$ cat config.mk
export PLATFORM = sky130hd
export DESIGN_NAME = spi_txn_sequencer
export DESIGN_NICKNAME = d
export VERILOG_FILES = /design/src/rtl/spi_txn_sequencer.sv
export SDC_FILE = /design/constraint.sdc
export NUM_CORES = 1
export LEC_CHECK = 0
export ABC_AREA = 1
export CAP_MARGIN = 20
export CORE_ASPECT_RATIO = 1.5
export CORE_MARGIN = 3
export CORE_UTILIZATION = 63
export DETAILED_ROUTE_END_ITERATION = 8
export GPL_TIMING_DRIVEN = 0
export PLACE_DENSITY = 0.86
export SKIP_CTS_REPAIR_TIMING = 1
export SYNTH_ARGS = -nofsm -noshare
export SYNTH_HDL_FRONTEND = slang
export SYNTH_SLANG_ARGS = --single-unit
$ cat constraint.sdc
create_clock -name clk_i -period 4.6 [get_ports clk_i]
set_input_delay 0.92 -clock clk_i [delete_from_list [all_inputs] [get_ports clk_i]]
set_output_delay 0.92 -clock clk_i [all_outputs]
set_load 0.01 [all_outputs]
$ cat src/rtl/spi_txn_sequencer.sv
// Command sequencer in front of the SPI master: buffers host byte requests in a TX FIFO,
// issues them one at a time over the master's enable/busy handshake, and collects reads in an RX FIFO.
module spi_txn_sequencer #(
    parameter int DEPTH         = 8,
    parameter int START_TIMEOUT = 15
) (
    input  logic                   clk_i,
    input  logic                   rst_i,
    input  logic                   tx_push_i,
    input  logic                   tx_write_i,
    input  logic [7:0]             tx_data_i,
    output logic                   tx_full_o,
    output logic [$clog2(DEPTH):0] tx_count_o,
    input  logic                   rx_pop_i,
    output logic [7:0]             rx_data_o,
    output logic                   rx_empty_o,
    output logic [$clog2(DEPTH):0] rx_count_o,
    output logic [7:0]             spi_data_o,
    output logic                   spi_write_o,
    output logic                   spi_enable_o,
    input  logic                   spi_busy_i,
    input  logic [7:0]             spi_data_i,
    output logic                   idle_o,
    output logic [1:0]             err_o,
    input  logic                   err_clr_i
);
    localparam int AW = $clog2(DEPTH);
    localparam int CW = AW + 1;
    localparam int TW = $clog2(START_TIMEOUT + 1);
    localparam logic [CW-1:0] CNT_ZERO   = {CW{1'b0}};
    localparam logic [CW-1:0] CNT_ONE    = CW'(1);
    localparam logic [CW-1:0] FULL_COUNT = CW'(DEPTH);
    localparam logic [AW-1:0] PTR_ONE    = AW'(1);
    localparam logic [TW-1:0] TMO_ONE    = TW'(1);
    localparam logic [TW-1:0] TMO_LAST   = TW'(START_TIMEOUT - 1);

    typedef enum logic [1:0] {
        ST_IDLE       = 2'd0,
        ST_ISSUE      = 2'd1,
        ST_WAIT_START = 2'd2,
        ST_WAIT_END   = 2'd3
    } state_t;

    state_t        state_r, state_s;
    logic [8:0]    tx_mem_r [DEPTH];
    logic [7:0]    rx_mem_r [DEPTH];
    logic [AW-1:0] tx_wr_ptr_r, tx_rd_ptr_r, rx_wr_ptr_r, rx_rd_ptr_r;
    logic [CW-1:0] tx_count_r, tx_count_s, rx_count_r, rx_count_s;
    logic [TW-1:0] tmo_cnt_r;
    logic [7:0]    spi_data_r;
    logic          spi_write_r, spi_enable_r, idle_r, tx_full_r, rx_empty_r;
    logic [1:0]    err_r, err_s;
    logic [8:0]    tx_head_s;
    logic          tx_push_ok_s, tx_ovf_s, tx_pop_s, rx_push_s, rx_pop_ok_s;
    logic          tmo_clr_s, tmo_inc_s, tmo_err_s;

    assign tx_head_s    = tx_mem_r[tx_rd_ptr_r];
    assign tx_push_ok_s = tx_push_i & ~tx_full_r;
    assign tx_ovf_s     = tx_push_i & tx_full_r;
    assign rx_pop_ok_s  = rx_pop_i & ~rx_empty_r;

    // Sequencing FSM: a read is only launched when its result is guaranteed an RX slot
    always_comb begin
        state_s   = state_r;
        tx_pop_s  = 1'b0;
        rx_push_s = 1'b0;
        tmo_clr_s = 1'b0;
        tmo_inc_s = 1'b0;
        tmo_err_s = 1'b0;
        case (state_r)
            ST_IDLE: begin
                if ((tx_count_r != CNT_ZERO) && (tx_head_s[8] || (rx_count_r != FULL_COUNT))) begin
                    tx_pop_s = 1'b1;
                    state_s  = ST_ISSUE;
                end else begin
                    state_s  = ST_IDLE;
                end
            end
            ST_ISSUE: begin
                tmo_clr_s = 1'b1;
                state_s   = ST_WAIT_START;
            end
            ST_WAIT_START: begin
                if (spi_busy_i) begin
                    state_s = ST_WAIT_END;
                end else if (tmo_cnt_r == TMO_LAST) begin
                    tmo_err_s = 1'b1;
                    state_s   = ST_IDLE;
                end else begin
                    tmo_inc_s = 1'b1;
                end
            end
            ST_WAIT_END: begin
                if (!spi_busy_i) begin
                    rx_push_s = ~spi_write_r;
                    state_s   = ST_IDLE;
                end else begin
                    state_s   = ST_WAIT_END;
                end
            end
            default: state_s = ST_IDLE;
        endcase
    end

    // Next occupancy of both FIFOs
    always_comb begin
        tx_count_s = tx_count_r;
        rx_count_s = rx_count_r;
        case ({tx_push_ok_s, tx_pop_s})
            2'b10:   tx_count_s = tx_count_r + CNT_ONE;
            2'b01:   tx_count_s = tx_count_r - CNT_ONE;
            default: tx_count_s = tx_count_r;
        endcase
        case ({rx_push_s, rx_pop_ok_s})
            2'b10:   rx_count_s = rx_count_r + CNT_ONE;
            2'b01:   rx_count_s = rx_count_r - CNT_ONE;
            default: rx_count_s = rx_count_r;
        endcase
        err_s = {(err_r[1] & ~err_clr_i) | tmo_err_s, (err_r[0] & ~err_clr_i) | tx_ovf_s};
    end

    // FIFO storage; occupancy gates every read so contents need no reset
    always_ff @(posedge clk_i) begin
        if (tx_push_ok_s) tx_mem_r[tx_wr_ptr_r] <= {tx_write_i, tx_data_i};
        if (rx_push_s)    rx_mem_r[rx_wr_ptr_r] <= spi_data_i;
    end

    // Pointers, counts, FSM state and timeout counter
    always_ff @(posedge clk_i or posedge rst_i) begin
        if (rst_i) begin
            tx_wr_ptr_r <= {AW{1'b0}};
            tx_rd_ptr_r <= {AW{1'b0}};
            rx_wr_ptr_r <= {AW{1'b0}};
            rx_rd_ptr_r <= {AW{1'b0}};
            tx_count_r  <= CNT_ZERO;
            rx_count_r  <= CNT_ZERO;
            state_r     <= ST_IDLE;
            tmo_cnt_r   <= {TW{1'b0}};
        end else begin
            if (tx_push_ok_s) tx_wr_ptr_r <= tx_wr_ptr_r + PTR_ONE;
            if (tx_pop_s)     tx_rd_ptr_r <= tx_rd_ptr_r + PTR_ONE;
            if (rx_push_s)    rx_wr_ptr_r <= rx_wr_ptr_r + PTR_ONE;
            if (rx_pop_ok_s)  rx_rd_ptr_r <= rx_rd_ptr_r + PTR_ONE;
            tx_count_r <= tx_count_s;
            rx_count_r <= rx_count_s;
            state_r    <= state_s;
            if (tmo_clr_s)      tmo_cnt_r <= {TW{1'b0}};
            else if (tmo_inc_s) tmo_cnt_r <= tmo_cnt_r + TMO_ONE;
        end
    end

    // Registered outputs; the issued byte is held until the next pop
    always_ff @(posedge clk_i or posedge rst_i) begin
        if (rst_i) begin
            spi_data_r   <= 8'h00;
            spi_write_r  <= 1'b0;
            spi_enable_r <= 1'b0;
            idle_r       <= 1'b1;
            tx_full_r    <= 1'b0;
            rx_empty_r   <= 1'b1;
            err_r        <= 2'b00;
        end else begin
            if (tx_pop_s) begin
                spi_data_r  <= tx_head_s[7:0];
                spi_write_r <= tx_head_s[8];
            end
            spi_enable_r <= (state_s == ST_ISSUE);
            idle_r       <= (state_s == ST_IDLE) && (tx_count_s == CNT_ZERO);
            tx_full_r    <= (tx_count_s == FULL_COUNT);
            rx_empty_r   <= (rx_count_s == CNT_ZERO);
            err_r        <= err_s;
        end
    end

    assign tx_full_o    = tx_full_r;
    assign tx_count_o   = tx_count_r;
    assign rx_data_o    = rx_mem_r[rx_rd_ptr_r];
    assign rx_empty_o   = rx_empty_r;
    assign rx_count_o   = rx_count_r;
    assign spi_data_o   = spi_data_r;
    assign spi_write_o  = spi_write_r;
    assign spi_enable_o = spi_enable_r;
    assign idle_o       = idle_r;
    assign err_o        = err_r;
endmodule

==> flow_summary.yaml, run 1 <==
timing:
  maxSlewViolCount: 0
  setup_violations: 0
  hold_viol: 0
  max_freq_mhz: 275
  hold_ws_ns: 0.506
  tightestPinTransition_ns: 1.02
  fin_skew_ns: 0.00912
  rsz0062_at_grt: "no"
  period_needed_ns: 3.64
  tns_ns: 0
  period_share_pct: 79.1
  slew_headroom_pct: 31.6
pwr:
  peakVddDrop_mv: 0.458
  power.leakage_uw: 0.00356
  power-per-cell-area_nw_per_um2: 658
setup_path:
  reg2reg_from: "tx_rd_ptr_r[1]"
  critPathTopFamily: "buffers and inverters"
  path_class: "reg -> out"
  critPathRequiredTime_ns: 3.68
  worst_ep_arrival_time_ns: 2.72
  worstRegToRegCells: 16
  crit_path_end_kind: "primary output"
  worstPathMaxFanout: 10
  cp_cell_sequence: "inv_1 -> clkbuf_1 -> o21ai_0 -> o22ai_1 -> nand2_1 -> nand2_1 -> clkdlybuf4s50_1"
  rrSetupSlack_ns: 1.65
  critPathBufInv: 3
  path_common_cell: "nand2_1"
  start_kind: "register"
  r2r_end: "idle_o"
  crit_slowest_cell: "clkdlybuf4s50_1"
  max_stage_delay_ns: 0.53
logic_synthesis:
  netlist_instances: 682
  synth-seq-cells: 177
  yosysUniqueCellTypes: 30
  syn_nets: 719
  ys_seq_area_share_pct: 67.7
  synth_area_um2: 7550
  ys_warn_count: 0
  syn_avg_cell_area_um2: 11.1
detailed_routing:
  antenna_left: 0
  vias_per_cell: 5.84
  dr.max_layer_used: "met4"
  drtPass1Iterations: 5
  wl_met2_um: 9600
  routed_wl_um: 17400
  drc: 0
  first_iter_violations: 422
  wl_met1_um: 5860
  dr_wl_met3_um: 1130
  vias: 5362
  wl_per_cell_um: 19.0
global_routing:
  grt_pass1_wl_um: 27500
  grt_pass1_vias: 5659
  track_usage_pct: 28.0
  grt-ovfl-total: 0
  antenna_found_initial: 0
  grt_max_degree: 42
layout:
  nFillCells: 682
  final_util_pct: 76.4
  syn_to_final_growth_pct: 17.3
  fin_cells: 918
  final_area_um2: 8860
  drive_above_1_share_pct: 8.46
  diodes: 0
  nNetsFinal: 793
min_path:
  holdCritStartpoint: "spi_data_o[2]"
  hp-class: "reg -> reg"
  hold_depth: 2
  hold_path_end: "spi_data_o[2]"
clock_network:
  clockRootBuffer: "clkbuf_16"
  cts.sinks: 177
  htreeDepth: 4
  cts_tree: "yes"
  insertion_delay_ns: 0.43
  clk_pin_slew_ns: 0.07
  clock_path_buffers: 2
  cts-buffers-inserted: 17
placed_design:
  port-buffer-count: 53
  hpwl_um: 11700
  place_congestion: 0.905
  post-place-cells: 887
  dpl_cell_area_um2: 8290
die:
  rows: 48
  die_x_um: 95.4
  initial_core_util_pct: 65.2
  dieArea_um2: 13400
  io_pins: 54
  fp.dieH_um: 140
  coreArea_um2: 11600
run_status:
  status: "complete, no violations"
run:
  drv_cap: 0
[per-stage QoR]
step           total power (uW)  setup slack [ns]
2_1_floorplan              3570              2.12
3_3_place_gp               4250              1.15
3_5_place_dp               4390              1.20
4_1_cts                    5800              1.01
5_1_grt                    6140             0.930
6_report                   5830             0.960
[worst min-delay path, delay by kind of cell (launching register included)]
family           cells  cell delay [ns]
AND/OR/NAND/NOR      2             0.13
flip-flops           1             0.34
[how the worst max path moves through the flow]
stage,from,end,slack (ns),cells past startpoint
after global placement,spi_busy_i,rx_mem_r[2][0],1.15,5
after detailed placement,tx_push_i,tx_mem_r[0][3],1.20,6
after CTS,rx_rd_ptr_r[1],rx_data_o[6],1.01,7
final,rx_rd_ptr_r[1],rx_data_o[6],0.96,7
after floorplan,tx_push_i,idle_o,2.12,12
after global routing,rx_rd_ptr_r[1],rx_data_o[6],0.93,7
[synthesized netlist by cell type]
master | number | area (um2)
nand2_1 | 167 | 627
o21ai_0 | 71 | 355
a21boi_0 | 1 | 7.51
inv_1 | 47 | 176
xnor2_1 | 6 | 52.6
nor3_1 | 2 | 10.0
buf_2 | 8 | 40.0
nand3_1 | 31 | 155
ha_1 | 12 | 150
a21oi_1 | 2 | 10.0
buf_6 | 6 | 67.6
nand3_4 | 1 | 17.5
o22ai_1 | 20 | 125
edfxtp_1 | 136 | 4080
xor2_1 | 6 | 52.6
nor2_1 | 89 | 334
buf_1 | 1 | 3.75
clkinv_1 | 2 | 7.51
dfstp_2 | 2 | 52.6
o21ai_1 | 1 | 5.00
nand2_2 | 5 | 31.3
inv_2 | 1 | 3.75
dfrtp_1 | 39 | 976
clkbuf_1 | 10 | 37.5
nand3_2 | 7 | 70.1
mux2i_1 | 1 | 10.0
a31oi_4 | 1 | 21.3
fa_1 | 2 | 40.0
nor2b_1 | 1 | 6.26
or2_2 | 4 | 25.0
[state kept, by name (all words and copies together) (netlist names), 2 cells and up]
signal	flops
tx_wr_ptr_r	3
tmo_cnt_r	4
state_r	2
rx_mem_r	64
rx_count_o	4
tx_rd_ptr_r	3
spi_data_o	8
tx_count_o	4
tx_mem_r	72
err_o	2
rx_rd_ptr_r	3
rx_wr_ptr_r	3
[placed cells by master, fill, tap and decap left out, types with 5 or more instances in the layout]
master	n
buf_2	8
buf_6	6
clkbuf_1	13
clkbuf_16	17
clkdlybuf4s50_1	53
dfrtp_1	39
edfxtp_1	136
ha_1	12
inv_1	46
nand2_1	167
nand2_2	5
nand3_1	31
nand3_2	7
nor2_1	89
o21ai_0	71
o22ai_1	20
xnor2_1	6
xor2_1	6
[per-layer routing]
layer | up-vias | global-route usage [%]
met1 | 2549 | 28.7
li1 | 2450 | -
met2 | 289 | 49.6
met5 | - | 0
met3 | 74 | 6.18
met4 | 0 | 18.1
[power breakdown]
part           leakage [uW]  internal, uW  switching (uW)
combinational       0.00153           846            1410
sequential          0.00174          2000             184
clock              0.000282           825             569
[logic make-up after synthesis]
kind of cell,synth area share (%)
xor+xnor,1.39
mux,0.132
simple gates,16.9
fa+ha+maj,2.52
compound gates,6.94
buf+inv,4.46
flops,67.7
[cell type report]
| type | count | area (um2) | area share [%] |
|---|---|---|---|
| tap | 150 | 188 | 2.12 |
| sequential | 177 | 5110 | 57.7 |
| clock buffer | 22 | 464 | 5.24 |
| buffer | 25 | 149 | 1.68 |
| multi-input combinational | 430 | 2110 | 23.8 |
| inverter | 50 | 188 | 2.12 |
| timing repair buffer | 55 | 546 | 6.16 |
| clock inverter | 9 | 109 | 1.23 |
(Power assumes the default switching activity.)
==> inputs of run 2 (changes only) <==
--- a/config.mk
+++ b/config.mk
@@ -9,10 +9,10 @@
 export CAP_MARGIN = 20
 export CORE_ASPECT_RATIO = 1.5
 export CORE_MARGIN = 3
-export CORE_UTILIZATION = 63
+export CORE_UTILIZATION = 58
 export DETAILED_ROUTE_END_ITERATION = 8
 export GPL_TIMING_DRIVEN = 0
-export PLACE_DENSITY = 0.86
+export PLACE_DENSITY = 0.8
 export SKIP_CTS_REPAIR_TIMING = 1
 export SYNTH_ARGS = -nofsm -noshare
 export SYNTH_HDL_FRONTEND = slang
==> constraint.sdc (replaced) <==
create_clock -name clk_i -period 3.47 [get_ports clk_i]
set_input_delay 0.694 -clock clk_i [delete_from_list [all_inputs] [get_ports clk_i]]
set_output_delay 0.694 -clock clk_i [all_outputs]
set_load 0.01 [all_outputs]
==> flow_summary.yaml, run 2 (synthesis results as in run 1) <==
clock_network:
  cts_tree: "yes"
  cts.sinks: 177
  htreeDepth: 4
  cts-buffers-inserted: 17
  clk_pin_slew_ns: 0.07
  insertion_delay_ns: 0.42
  clock_path_buffers: 2
  clockRootBuffer: "clkbuf_16"
die:
  coreArea_um2: 12600
  rows: 50
  io_pins: 54
  die_x_um: 99.2
  dieArea_um2: 14500
  fp.dieH_um: 146
  initial_core_util_pct: 59.8
detailed_routing:
  first_iter_violations: 318
  wl_per_cell_um: 17.2
  drtPass1Iterations: 5
  vias: 5162
  drc: 0
  routed_wl_um: 15900
  vias_per_cell: 5.58
  antenna_left: 0
layout:
  final_common_cell: "nand2_1"
  syn_to_final_growth_pct: 18.3
  nFillCells: 863
  drive_above_1_share_pct: 8.97
  largest_register_ffs: 72
  final_util_pct: 70.7
  diodes: 0
  regMostFlops: "tx_mem_r"
  nNetsFinal: 793
  mostFrequentLayoutCells: "nand2_1 (167), edfxtp_1 (136), nor2_1 (89)"
timing:
  maxSlewViolCount: 0
  max_freq_mhz: 301
  hold_viol: 0
  tightestPinTransition_ns: 0.949
  hold_ws_ns: 0.519
  period_needed_ns: 3.33
  setup_violations: 0
  fin_skew_ns: 0.00729
  period_share_pct: 95.9
  slew_headroom_pct: 36.5
  layout_setup_ws_ns: 0.143
  rsz0062_at_grt: "no"
  tns_ns: 0
min_path:
  hold_depth: 2
  holdCritStartpoint: "spi_data_o[7]"
  hold_path_end: "spi_data_o[7]"
  hp-class: "reg -> reg"
setup_path:
  worst_ep_arrival_time_ns: 2.63
  critPathRequiredTime_ns: 2.78
  start_kind: "register"
  worstRegToRegCells: 16
  path_class: "reg -> out"
  reg2reg_from: "tx_rd_ptr_r[1]"
  r2r_end: "idle_o"
  worstPathMaxFanout: 10
  rrSetupSlack_ns: 0.53
  crit_path_end_kind: "primary output"
placed_design:
  port-buffer-count: 53
  place_congestion: 0.874
  hpwl_um: 11300
  dp_slack_ns: 0.329
global_routing:
  antenna_found_initial: 0
  grt_max_degree: 42
  track_usage_pct: 23.0
  grt_pass1_vias: 5256
  grt-ovfl-total: 0
  grt_pass1_wl_um: 25900
pwr:
  power_uw: 7790
  peakVddDrop_mv: 0.468
  power-per-cell-area_nw_per_um2: 872
  power.leakage_uw: 0.00358
run_status:
  status: "complete, no violations"
run:
  drv_cap: 0
[run 2: area by class of cell]
class	instances	area (um2)	share of cell area [%]
multi-input cells	430	2110	23.6
flip-flops and latches	177	5110	57.2
clock inverters	13	196	2.20
inverters	50	188	2.10
well taps	156	195	2.18
clock buffers	19	443	4.96
plain buffers	25	149	1.67
repair buffers	55	546	6.11
[run 2: worst max-delay path by stage]
stage,cells after the start,endpoint,start,slack (ns)
final,7,rx_data_o[1],rx_rd_ptr_r[1],0.14
after global routing,7,rx_data_o[2],rx_rd_ptr_r[1],0.04
after CTS,7,rx_data_o[1],rx_rd_ptr_r[1],0.16
after detailed placement,13,idle_o,tx_push_i,0.33
after global placement,5,rx_mem_r[2][3],spi_busy_i,0.18
after floorplan,16,idle_o,tx_rd_ptr_r[1],1.01
[run 2: through the flow]
| stage | cells | area [um2] |
|---|---|---|
| finish | 925 | 8930 |
| detailed placement | 893 | 8300 |
| CTS | 925 | 8930 |
| global placement | 891 | 8280 |
| global route | 925 | 8930 |
| floorplan | 682 | 7550 |
[run 2: worst max-delay path, cell delays in order, from the launching register on]
cell             delay (ns)
dfrtp_1                0.50
inv_1                  0.27
clkbuf_1               0.39
o21ai_0                0.18
o22ai_1                0.17
nand2_1                0.09
nand2_1                0.08
clkdlybuf4s50_1        0.53
[run 2: power by group]
part	switching (uW)	internal [uW]	leakage, uW	total, uW
Sequential	238	2650	0.00174	2890
Clock	801	1240	0.000311	2040
Combinational	1740	1120	0.00153	2870
[run 2: layer usage]
| layer | up-vias | track usage (%) | part of all wire, % |
|---|---|---|---|
| met1 | 2451 | 24.9 | 36 |
| met2 | 208 | 41.9 | 56 |
| met4 | 0 | 11.2 | 3.2 |
| met3 | 43 | 4.60 | 5.4 |
| met5 | - | 0 | 0 |
| li1 | 2460 | - | - |
==> inputs of run 3 (changes only) <==
--- a/config.mk
+++ b/config.mk
@@ -9,10 +9,10 @@
 export CAP_MARGIN = 20
 export CORE_ASPECT_RATIO = 1.5
 export CORE_MARGIN = 3
-export CORE_UTILIZATION = 58
+export CORE_UTILIZATION = 52
 export DETAILED_ROUTE_END_ITERATION = 8
 export GPL_TIMING_DRIVEN = 0
-export PLACE_DENSITY = 0.8
+export PLACE_DENSITY = 0.73
 export SKIP_CTS_REPAIR_TIMING = 1
 export SYNTH_ARGS = -nofsm -noshare
 export SYNTH_HDL_FRONTEND = slang
==> flow_summary.yaml, run 3 (synthesis results as in run 1) <==
run_status:
  status: "complete, no violations"
pwr:
  power_frac_comb_pct: 37.2
  switching_share_pct: 36.6
  power.leakage_uw: 0.00357
  internal_power_uw: 4920
  power-per-cell-area_nw_per_um2: 867
  p_seq_share_pct: 37.1
  power_frac_clock_pct: 25.6
  p_sw_uw: 2840
  peakVddDrop_mv: 0.373
layout:
  drive_above_1_share_pct: 9.23
  largest_register_ffs: 72
  syn_to_final_growth_pct: 18.6
  regMostFlops: "tx_mem_r"
  final_util_pct: 63.4
  final_common_cell: "nand2_1"
  diodes: 0
  nNetsFinal: 793
  mostFrequentLayoutCells: "nand2_1 (167), edfxtp_1 (136), nor2_1 (89)"
  final_area_um2: 8960
global_routing:
  antenna_found_initial: 0
  grt_max_degree: 42
  grt_pass1_wl_um: 26100
  track_usage_pct: 21.0
  grt_pass1_vias: 5403
  grt-ovfl-total: 0
timing:
  hold_viol: 0
  rsz0062_at_grt: "no"
  period_share_pct: 92.6
  max_freq_mhz: 311
  fin_skew_ns: 0.0107
  layout_setup_ws_ns: 0.257
  setup_violations: 0
  slew_headroom_pct: 37.3
  period_needed_ns: 3.21
  tns_ns: 0
  tightestPinTransition_ns: 0.937
  maxSlewViolCount: 0
run:
  drv_cap: 0
placed_design:
  place_congestion: 0.828
  hpwl_um: 11700
  dpl_cell_area_um2: 8340
  port-buffer-count: 53
  dp_slack_ns: 0.388
die:
  coreArea_um2: 14100
  initial_core_util_pct: 53.5
  rows: 53
  die_x_um: 104
  io_pins: 54
  fp.dieH_um: 154
  dieArea_um2: 16000
setup_path:
  worstPathMaxFanout: 10
  critPathRequiredTime_ns: 2.78
  start_kind: "register"
  rrSetupSlack_ns: 0.52
  path_class: "reg -> out"
  worst_ep_arrival_time_ns: 2.52
  crit_path_end_kind: "primary output"
detailed_routing:
  drc: 0
  routed_wl_um: 16200
  first_iter_violations: 259
  wl_per_cell_um: 16.9
  vias: 5099
  vias_per_cell: 5.31
  drtPass1Iterations: 5
  antenna_left: 0
clock_network:
  insertion_delay_ns: 0.43
  cts-buffers-inserted: 17
  clockRootBuffer: "clkbuf_16"
  clock_path_buffers: 2
  htreeDepth: 4
  cts.sinks: 177
  clk_pin_slew_ns: 0.07
  cts_tree: "yes"
min_path:
  hp-class: "reg -> reg"
[run 3: cell types whose count changed in the layout (fill, tap and decap cells not counted), sizes merged]
cell,before,now
clkinv,5,3
inv,53,54
clkinvlp,1,5
clkbuf,29,27
bufinv,4,3
[run 3: layout make-up]
cell class                 count  area (um2)
fill                        1134        5160
sequential                   177        5110
multi-input combinational    430        2110
timing repair buffer          55         543
clock buffer                  17         425
tap                          192         240
clock inverter                15         196
inverter                      50         188
buffer                        25         150
[run 3: layer usage]
layer	track usage (%)	vias up	share of wire [%]
met2	41.0	144	57
met1	20.7	2444	35
met5	0	-	0
met4	11.2	0	3.5
met3	3.61	42	3.9
li1	-	2469	-
[run 3: final timing paths]
check,startpoint,endpoint,depth (start not counted)
setup reg to reg,tx_rd_ptr_r[1],idle_o,16
hold reg to reg,spi_data_o[2],spi_data_o[2],2
setup / recovery,rx_rd_ptr_r[0],rx_data_o[1],7
max in group asynchronous,rst_i,spi_data_o[1],2
hold / removal,spi_data_o[2],spi_data_o[2],2
min in group asynchronous,rst_i,tmo_cnt_r[2],2
[run 3: worst max-delay path, stage by stage (launching register included)]
cell             delay [ns]
dfrtp_1                0.47
inv_1                  0.15
clkbuf_1               0.44
nor2_1                 0.09
o22ai_1                0.23
nand2_1                0.09
nand2_1                0.10
clkdlybuf4s50_1        0.53
[run 3: power groups by stage]
stage | registers [uW] | clock network, uW | logic, uW
2_1_floorplan | 2900 | 0 | 1830
3_3_place_gp | 2900 | 0 | 2750
3_5_place_dp | 2920 | 0 | 2880
4_1_cts | 2880 | 2020 | 2900
5_1_grt | 2920 | 2110 | 3230
6_report | 2880 | 1990 | 2890
[run 3: per-stage QoR]
| stage | cells | hold WS, ns | total power [uW] |
|---|---|---|---|
| after floorplan | 682 | 0.492 | 4730 |
| after global placement | 927 | 0.492 | 5650 |
| after detailed placement | 929 | 0.502 | 5800 |
| after CTS | 961 | 0.519 | 7800 |
| after global routing | 961 | 0.540 | 8260 |
| final | 961 | 0.517 | 7770 |
